File: config.mk
export PLATFORM = sky130hd
export DESIGN_NAME = fifo_mc
export DESIGN_NICKNAME = d
export VERILOG_FILES = /design/src/rtl/fifo_mc_pkg.sv /design/src/rtl/fifo_mc_ram.sv /design/src/rtl/fifo_mc.sv
export SDC_FILE = /design/constraint.sdc
export NUM_CORES = 2
export LEC_CHECK = 0
export ABC_AREA = 0
export BUFFER_PORTS_ARGS = -buffer_cell sky130_fd_sc_hd__buf_2
export CAP_MARGIN = 20
export CORE_MARGIN = 10
export CORE_UTILIZATION = 63
export DETAILED_ROUTE_END_ITERATION = 10
export PLACE_DENSITY = 0.81
export SYNTH_ARGS = -nofsm -noshare
export SYNTH_HDL_FRONTEND = slang
export SYNTH_SLANG_ARGS = --single-unit
File: constraint.sdc
create_clock -name clk_i -period 4.18 [get_ports clk_i]
set_input_delay 0.836 -clock clk_i [delete_from_list [all_inputs] [get_ports clk_i]]
set_output_delay 0.836 -clock clk_i [all_outputs]
set_load 0.01 [all_outputs]
File: src/rtl/fifo_mc_pkg.sv
// rtl/fifo_mc_pkg.sv - shared types and helpers for the multi-channel FIFO
package fifo_mc_pkg;

  localparam int CH_IDX_W = 8;

  // Wide channel index, used when comparing a request against NUM_CH.
  typedef logic [CH_IDX_W-1:0] ch_idx_t;

  function automatic int calc_ch_w(input int num_ch);
    return (num_ch > 1) ? $clog2(num_ch) : 1;
  endfunction

  // The channel selects a 2**awidth region; the pointer selects the slot inside it.
  function automatic logic [31:0] ram_addr(input logic [31:0] ch, input logic [31:0] ptr,
                                           input int awidth);
    return (ch << awidth) | ptr;
  endfunction

endpackage

File: src/rtl/fifo_mc_ram.sv
// rtl/fifo_mc_ram.sv - simple dual-port RAM shared by all channel regions
module fifo_mc_ram #(
  parameter int DWIDTH = 32,
  parameter int AW     = 6,
  parameter int DEPTH  = 64
) (
  input  logic              clk_i,
  input  logic              we,
  input  logic [AW-1:0]     waddr,
  input  logic [DWIDTH-1:0] wdata,
  input  logic              re,
  input  logic [AW-1:0]     raddr,
  output logic [DWIDTH-1:0] rdata
);

  logic [DWIDTH-1:0] mem [DEPTH];

  always_ff @(posedge clk_i) begin
    if (we) mem[waddr] <= wdata;
    if (re) rdata <= mem[raddr];
  end

endmodule

File: src/rtl/fifo_mc.sv
// rtl/fifo_mc.sv - multi-channel synchronous FIFO over one partitioned dual-port RAM
module fifo_mc
  import fifo_mc_pkg::*;
#(
  parameter int DWIDTH             = 32,
  parameter int AWIDTH             = 4,
  parameter int NUM_CH             = 4,
  parameter int ALMOST_FULL_VALUE  = 12,
  parameter int ALMOST_EMPTY_VALUE = 4,
  parameter int REGISTER_OUTPUT    = 0,
  localparam int CH_W              = calc_ch_w(NUM_CH)
) (
  input  logic                          clk_i,
  input  logic                          arstn_i,
  input  logic [DWIDTH-1:0]             data_i,
  input  logic                          wrreq_i,
  input  logic [CH_W-1:0]               wr_ch_i,
  input  logic                          rdreq_i,
  input  logic [CH_W-1:0]               rd_ch_i,
  output logic [DWIDTH-1:0]             q_o,
  output logic                          q_valid_o,
  output logic [CH_W-1:0]               q_ch_o,
  output logic [NUM_CH-1:0]             empty_o,
  output logic [NUM_CH-1:0]             full_o,
  output logic [NUM_CH-1:0][AWIDTH:0]   usedw_o,
  output logic [NUM_CH-1:0]             almost_full_o,
  output logic [NUM_CH-1:0]             almost_empty_o,
  output logic                          ovf_o,
  output logic                          udf_o
);

  localparam int RA_W = CH_W + AWIDTH;
  localparam logic [AWIDTH:0] DEPTH = (AWIDTH+1)'(2**AWIDTH);

  logic [AWIDTH:0]   usedw  [NUM_CH];
  logic [AWIDTH-1:0] wr_ptr [NUM_CH];
  logic [AWIDTH-1:0] rd_ptr [NUM_CH];
  logic [NUM_CH-1:0] wr_hit, rd_hit;
  logic              wr_ok, rd_ok;
  logic [RA_W-1:0]   wr_addr, rd_addr;
  logic [DWIDTH-1:0] ram_q;
  logic              rd_v1;
  logic [CH_W-1:0]   rd_ch1;
  logic              q_seen;

  always_comb begin
    for (int c = 0; c < NUM_CH; c++) begin
      usedw_o[c]        = usedw[c];
      empty_o[c]        = (usedw[c] == '0);
      full_o[c]         = (usedw[c] == DEPTH);
      almost_full_o[c]  = (32'(usedw[c]) >= 32'(ALMOST_FULL_VALUE));
      almost_empty_o[c] = (32'(usedw[c]) < 32'(ALMOST_EMPTY_VALUE));
    end
  end

  // Flags come from this cycle's registered usedw, so a full channel rejects
  // a write even when the same cycle reads from it.
  always_comb begin
    wr_ok = 1'b0;
    rd_ok = 1'b0;
    if (wrreq_i && (ch_idx_t'(wr_ch_i) < ch_idx_t'(NUM_CH))) wr_ok = !full_o[wr_ch_i];
    if (rdreq_i && (ch_idx_t'(rd_ch_i) < ch_idx_t'(NUM_CH))) rd_ok = !empty_o[rd_ch_i];
  end

  always_comb begin
    for (int c = 0; c < NUM_CH; c++) begin
      wr_hit[c] = wr_ok && (wr_ch_i == CH_W'(c));
      rd_hit[c] = rd_ok && (rd_ch_i == CH_W'(c));
    end
  end

  assign wr_addr = RA_W'(ram_addr(32'(wr_ch_i), 32'(wr_ptr[wr_ch_i]), AWIDTH));
  assign rd_addr = RA_W'(ram_addr(32'(rd_ch_i), 32'(rd_ptr[rd_ch_i]), AWIDTH));

  always_ff @(posedge clk_i or negedge arstn_i) begin
    if (!arstn_i) begin
      for (int c = 0; c < NUM_CH; c++) begin
        usedw[c]  <= '0;
        wr_ptr[c] <= '0;
        rd_ptr[c] <= '0;
      end
      rd_v1  <= 1'b0;
      rd_ch1 <= '0;
      q_seen <= 1'b0;
      ovf_o  <= 1'b0;
      udf_o  <= 1'b0;
    end else begin
      for (int c = 0; c < NUM_CH; c++) begin
        if (wr_hit[c]) wr_ptr[c] <= wr_ptr[c] + 1'b1;
        if (rd_hit[c]) rd_ptr[c] <= rd_ptr[c] + 1'b1;
        case ({wr_hit[c], rd_hit[c]})
          2'b10:   usedw[c] <= usedw[c] + 1'b1;
          2'b01:   usedw[c] <= usedw[c] - 1'b1;
          default: usedw[c] <= usedw[c];
        endcase
      end
      rd_v1 <= rd_ok;
      if (rd_ok) begin
        rd_ch1 <= rd_ch_i;
        q_seen <= 1'b1;
      end
      ovf_o <= wrreq_i && !wr_ok;
      udf_o <= rdreq_i && !rd_ok;
    end
  end

  fifo_mc_ram #(
    .DWIDTH (DWIDTH),
    .AW     (RA_W),
    .DEPTH  (NUM_CH * (2**AWIDTH))
  ) u_ram (
    .clk_i (clk_i),
    .we    (wr_ok),
    .waddr (wr_addr),
    .wdata (data_i),
    .re    (rd_ok),
    .raddr (rd_addr),
    .rdata (ram_q)
  );

  generate
    if (REGISTER_OUTPUT != 0) begin : g_oreg
      always_ff @(posedge clk_i or negedge arstn_i) begin
        if (!arstn_i) begin
          q_o       <= '0;
          q_valid_o <= 1'b0;
          q_ch_o    <= '0;
        end else begin
          q_valid_o <= rd_v1;
          if (rd_v1) begin
            q_o    <= ram_q;
            q_ch_o <= rd_ch1;
          end
        end
      end
    end else begin : g_noreg
      // RAM output is unreset; mask it until the first read after reset lands.
      assign q_o       = q_seen ? ram_q : '0;
      assign q_valid_o = rd_v1;
      assign q_ch_o    = rd_ch1;
    end
  endgenerate

endmodule

==> results.sh <==
export IMPL_status="finished, final reports clean"
export IMPL_worstMarginPinSlew_ps=1249
export IMPL_crit_slowest_cell="a2111oi_1"
export IMPL_post_route_period_util_pct=98.96
export IMPL_clk_path_buf_depth=3
export IMPL_die_width_um=387.7
export IMPL_die_area_um2=150300
export IMPL_required_ps=4790
export IMPL_grt_pass1_vias=51930
export IMPL_ys_ff_latch=2138
export IMPL_post_drt_wl_per_cell_um=32.90
export IMPL_rsz0062_at_grt="false"
export IMPL_crit_family="multiplexers"
export IMPL_nNetsFinal=5576
export IMPL_initial_utilization_pct=63.58
export IMPL_drc=0
export IMPL_yosysWarnings=0
export IMPL_port_buffers=112
export IMPL_cts_hold_buf=0
export IMPL_via_count=52380
export IMPL_fp_row_count=134
export IMPL_syn_to_final_growth_pct=14.78
export IMPL_synth_top_area_share_pct=73.33
export IMPL_clk_pin_slew_ps=60
export IMPL_async_reset_ff_share_pct=2.713
export IMPL_h_tree_depth=4
export IMPL_cap_viol_max_count=0
export IMPL_drive_above_1_share_pct=18.98
export IMPL_cts_root_buf="clkbuf_16"
export IMPL_grt_pass1_wl_mm=352.3
export IMPL_yosysTopAreaCell="edfxtp_1"
export IMPL_cts_buffers=198
export IMPL_endpoint_kind="flop"
export IMPL_grt_max_degree=77
export IMPL_boundaryPins=113
export IMPL_grt_overflow=0
export IMPL_hp_class="primary input to asynchronous set/reset pin"
export IMPL_synth_flop_cell="edfxtp_1"
export IMPL_dp_hpwl_mm=143.7
export IMPL_timing_critical_path_buf_inv=3
export IMPL_ys_types=46
export IMPL_cts_setup_buffers=0
export IMPL_placed_cells=7074
export IMPL_synth_edf_count=2080
export IMPL_antenna_found_initial=25
export IMPL_fill_cells=7229
export IMPL_max_vdd_ir_drop_uv=633.0
export IMPL_postSynthNetCount=5173
export IMPL_synth_area_leaders="edfxtp_1 (73%), mux2i_1 (5.0%), a211oi_1 (3.4%), and2_1 (2.9%), a311oi_1 (2.0%)"
export IMPL_p_leak_nw=32.67
export IMPL_cts_resized=0
export IMPL_cts_tree="done"
export IMPL_antenna_left=0
export IMPL_core_um2=134000
export IMPL_cp_slowest_stage_delay_ps=910
export IMPL_setup_viol=0
export IMPL_crit_chain="mux4_4 -> buf_12 -> buf_4 -> mux2i_1 -> mux2_2 -> a2111oi_1 -> nor4_1 -> buf_4 -> nor4_1"
export IMPL_clock_sinks=2138
export IMPL_powerDensity_nw_per_um2=667.1
export IMPL_synth_cells=5105
export IMPL_synth_seq_area_share_pct=75.03
export IMPL_fin_skew_ps=36.53
export IMPL_die_height_um=387.7
export IMPL_period_needed_ps=4136
export IMPL_grt_total_usage_pct=31.86
export IMPL_slew_violations=0
export IMPL_arrival_ps=4750
export IMPL_drtIter0Drc=8596
export IMPL_fmax_ghz=0.2418
export IMPL_hold_viol=0
export IMPL_slew_headroom_pct=16.00
export IMPL_place_gp_congestion=0.8973
export IMPL_total_power_mw=65.21
export IMPL_critPathKind="flop to flop"
export IMPL_critical_path_max_fanout=27
export IMPL_netlist_area_um2=85180
export IMPL_vias_per_cell=7.037
export IMPL_start_kind="flop"
export IMPL_final_cells=7444
export IMPL_syn_avg_cell_area_um2=16.68
export IMPL_wl_mm=244.9
export IMPL_clk_latency_ps=850
export IMPL_drt_pass1_iterations=6
[layout by cell type (no fill, tap or decap), types with 19 or more instances in the layout]
master | Yosys | routed
and3_1 | 32 | 32
o21ai_0 | 80 | 80
buf_12 | 7 | 102
edfxtp_1 | 2080 | 2080
and2_0 | 21 | 21
clkbuf_1 | 226 | 38
clkbuf_16 | 0 | 202
mux2_2 | 109 | 107
nor4_1 | 133 | 114
nor4_2 | 0 | 19
a221o_1 | 32 | 32
ha_1 | 24 | 24
a221oi_1 | 32 | 32
nand2_1 | 415 | 413
and2_1 | 400 | 400
dfrtp_1 | 58 | 58
xnor2_1 | 22 | 22
xor2_1 | 19 | 19
clkinv_2 | 0 | 34
a311oi_1 | 192 | 192
a2111oi_0 | 96 | 92
clkinv_1 | 0 | 50
buf_4 | 22 | 342
mux4_2 | 40 | 37
nor2_4 | 0 | 65
buf_2 | 63 | 116
a211oi_1 | 384 | 384
mux2i_1 | 424 | 423
[cell families after synthesis]
kind of cell               count (synthesis)  share of synthesized area (%)
and+or+nand+nor                         1119                          6.795
xor gates and xnor gates                  41                         0.4216
adders and majority gates                 28                         0.4466
muxes                                    573                          7.481
AOI/OAI and AO/OA                        836                          7.674
DFF                                     2138                          75.03
buffers and inverters                    370                          2.146
[cell usage after synthesis, types with 74 or more instances]
master     instances
edfxtp_1        2080
nand2_1          415
a211oi_1         384
nor4_1           133
mux2i_1          424
and2_1           400
o21ai_0           80
mux2_2           109
a311oi_1         192
clkbuf_1         226
nor2_1            74
a2111oi_0         96
[registers in the layout (all words and copies together) (netlist names)]
signal,flops
u_ram.rdata,32
q_valid_o,1
rd_ptr,16
q_ch_o,2
usedw_o,20
udf_o,1
u_ram.mem,2048
wr_ptr,16
ovf_o,1
q_seen,1
[stage by stage]
| step | instance area, um2 | setup TNS, ps | hold slack, ps | utilization (%) | setup slack [ps] |
|---|---|---|---|---|---|
| 6_report | 97760 | 0 | 162.4 | 72.98 | 43.60 |
| 5_1_grt | 97750 | 0 | 234.0 | 72.97 | 37.99 |
| 4_1_cts | 97700 | 0 | 167.3 | 72.93 | 5.256 |
| 3_5_place_dp | 91430 | -4557 | 468.1 | 68.25 | -399.9 |
| 3_3_place_gp | 91340 | -7908 | 461.1 | 68.19 | -926.7 |
| 2_1_floorplan | 85180 | 0 | 444.9 | - | 86.66 |
[layer usage]
layer,vias to the layer above,track usage (%),part of all wire (%)
met5,-,0,0.099
met4,36,17.54,6.1
met3,873,9.739,15
met2,4414,48.34,45
met1,25960,41.21,34
li1,21110,-,-
[power breakdown]
part	switching (mW)	internal [mW]	total, mW
combinational	13.8	8.46	22.3
clock	7.81	9.84	17.7
sequential	0.737	24.6	25.3
[cell type report]
| type | instances | area [um2] | share of cell area [%] |
|---|---|---|---|
| inverters | 13 | 48.80 | 0.04991 |
| multi-input cells | 2597 | 20110 | 20.57 |
| clock buffers | 241 | 5211 | 5.331 |
| repair buffers | 560 | 5190 | 5.309 |
| clock inverters | 120 | 1060 | 1.084 |
| flip-flops and latches | 2138 | 63910 | 65.37 |
| diodes | 7 | 17.52 | 0.01792 |
| well taps | 1768 | 2212 | 2.263 |
[final timing paths]
kind	from	end	slack, ps	cells after the start
setup / recovery	rd_ptr[4]$_DFFE_PN0P_	u_ram.rdata[1]$_DFFE_PP_	40	9
hold / removal	arstn_i	usedw_o[14]$_DFFE_PN0P_	160	1
setup reg to reg	rd_ptr[4]$_DFFE_PN0P_	u_ram.rdata[1]$_DFFE_PP_	40	9
hold reg to reg	rd_ptr[11]$_DFFE_PN0P_	rd_ptr[11]$_DFFE_PN0P_	490	1
max in group asynchronous	arstn_i	rd_ptr[6]$_DFFE_PN0P_	3190	2
min in group clk_i	rdreq_i	udf_o$_DFF_PN0_	280	2
(Power assumes the default switching activity.)
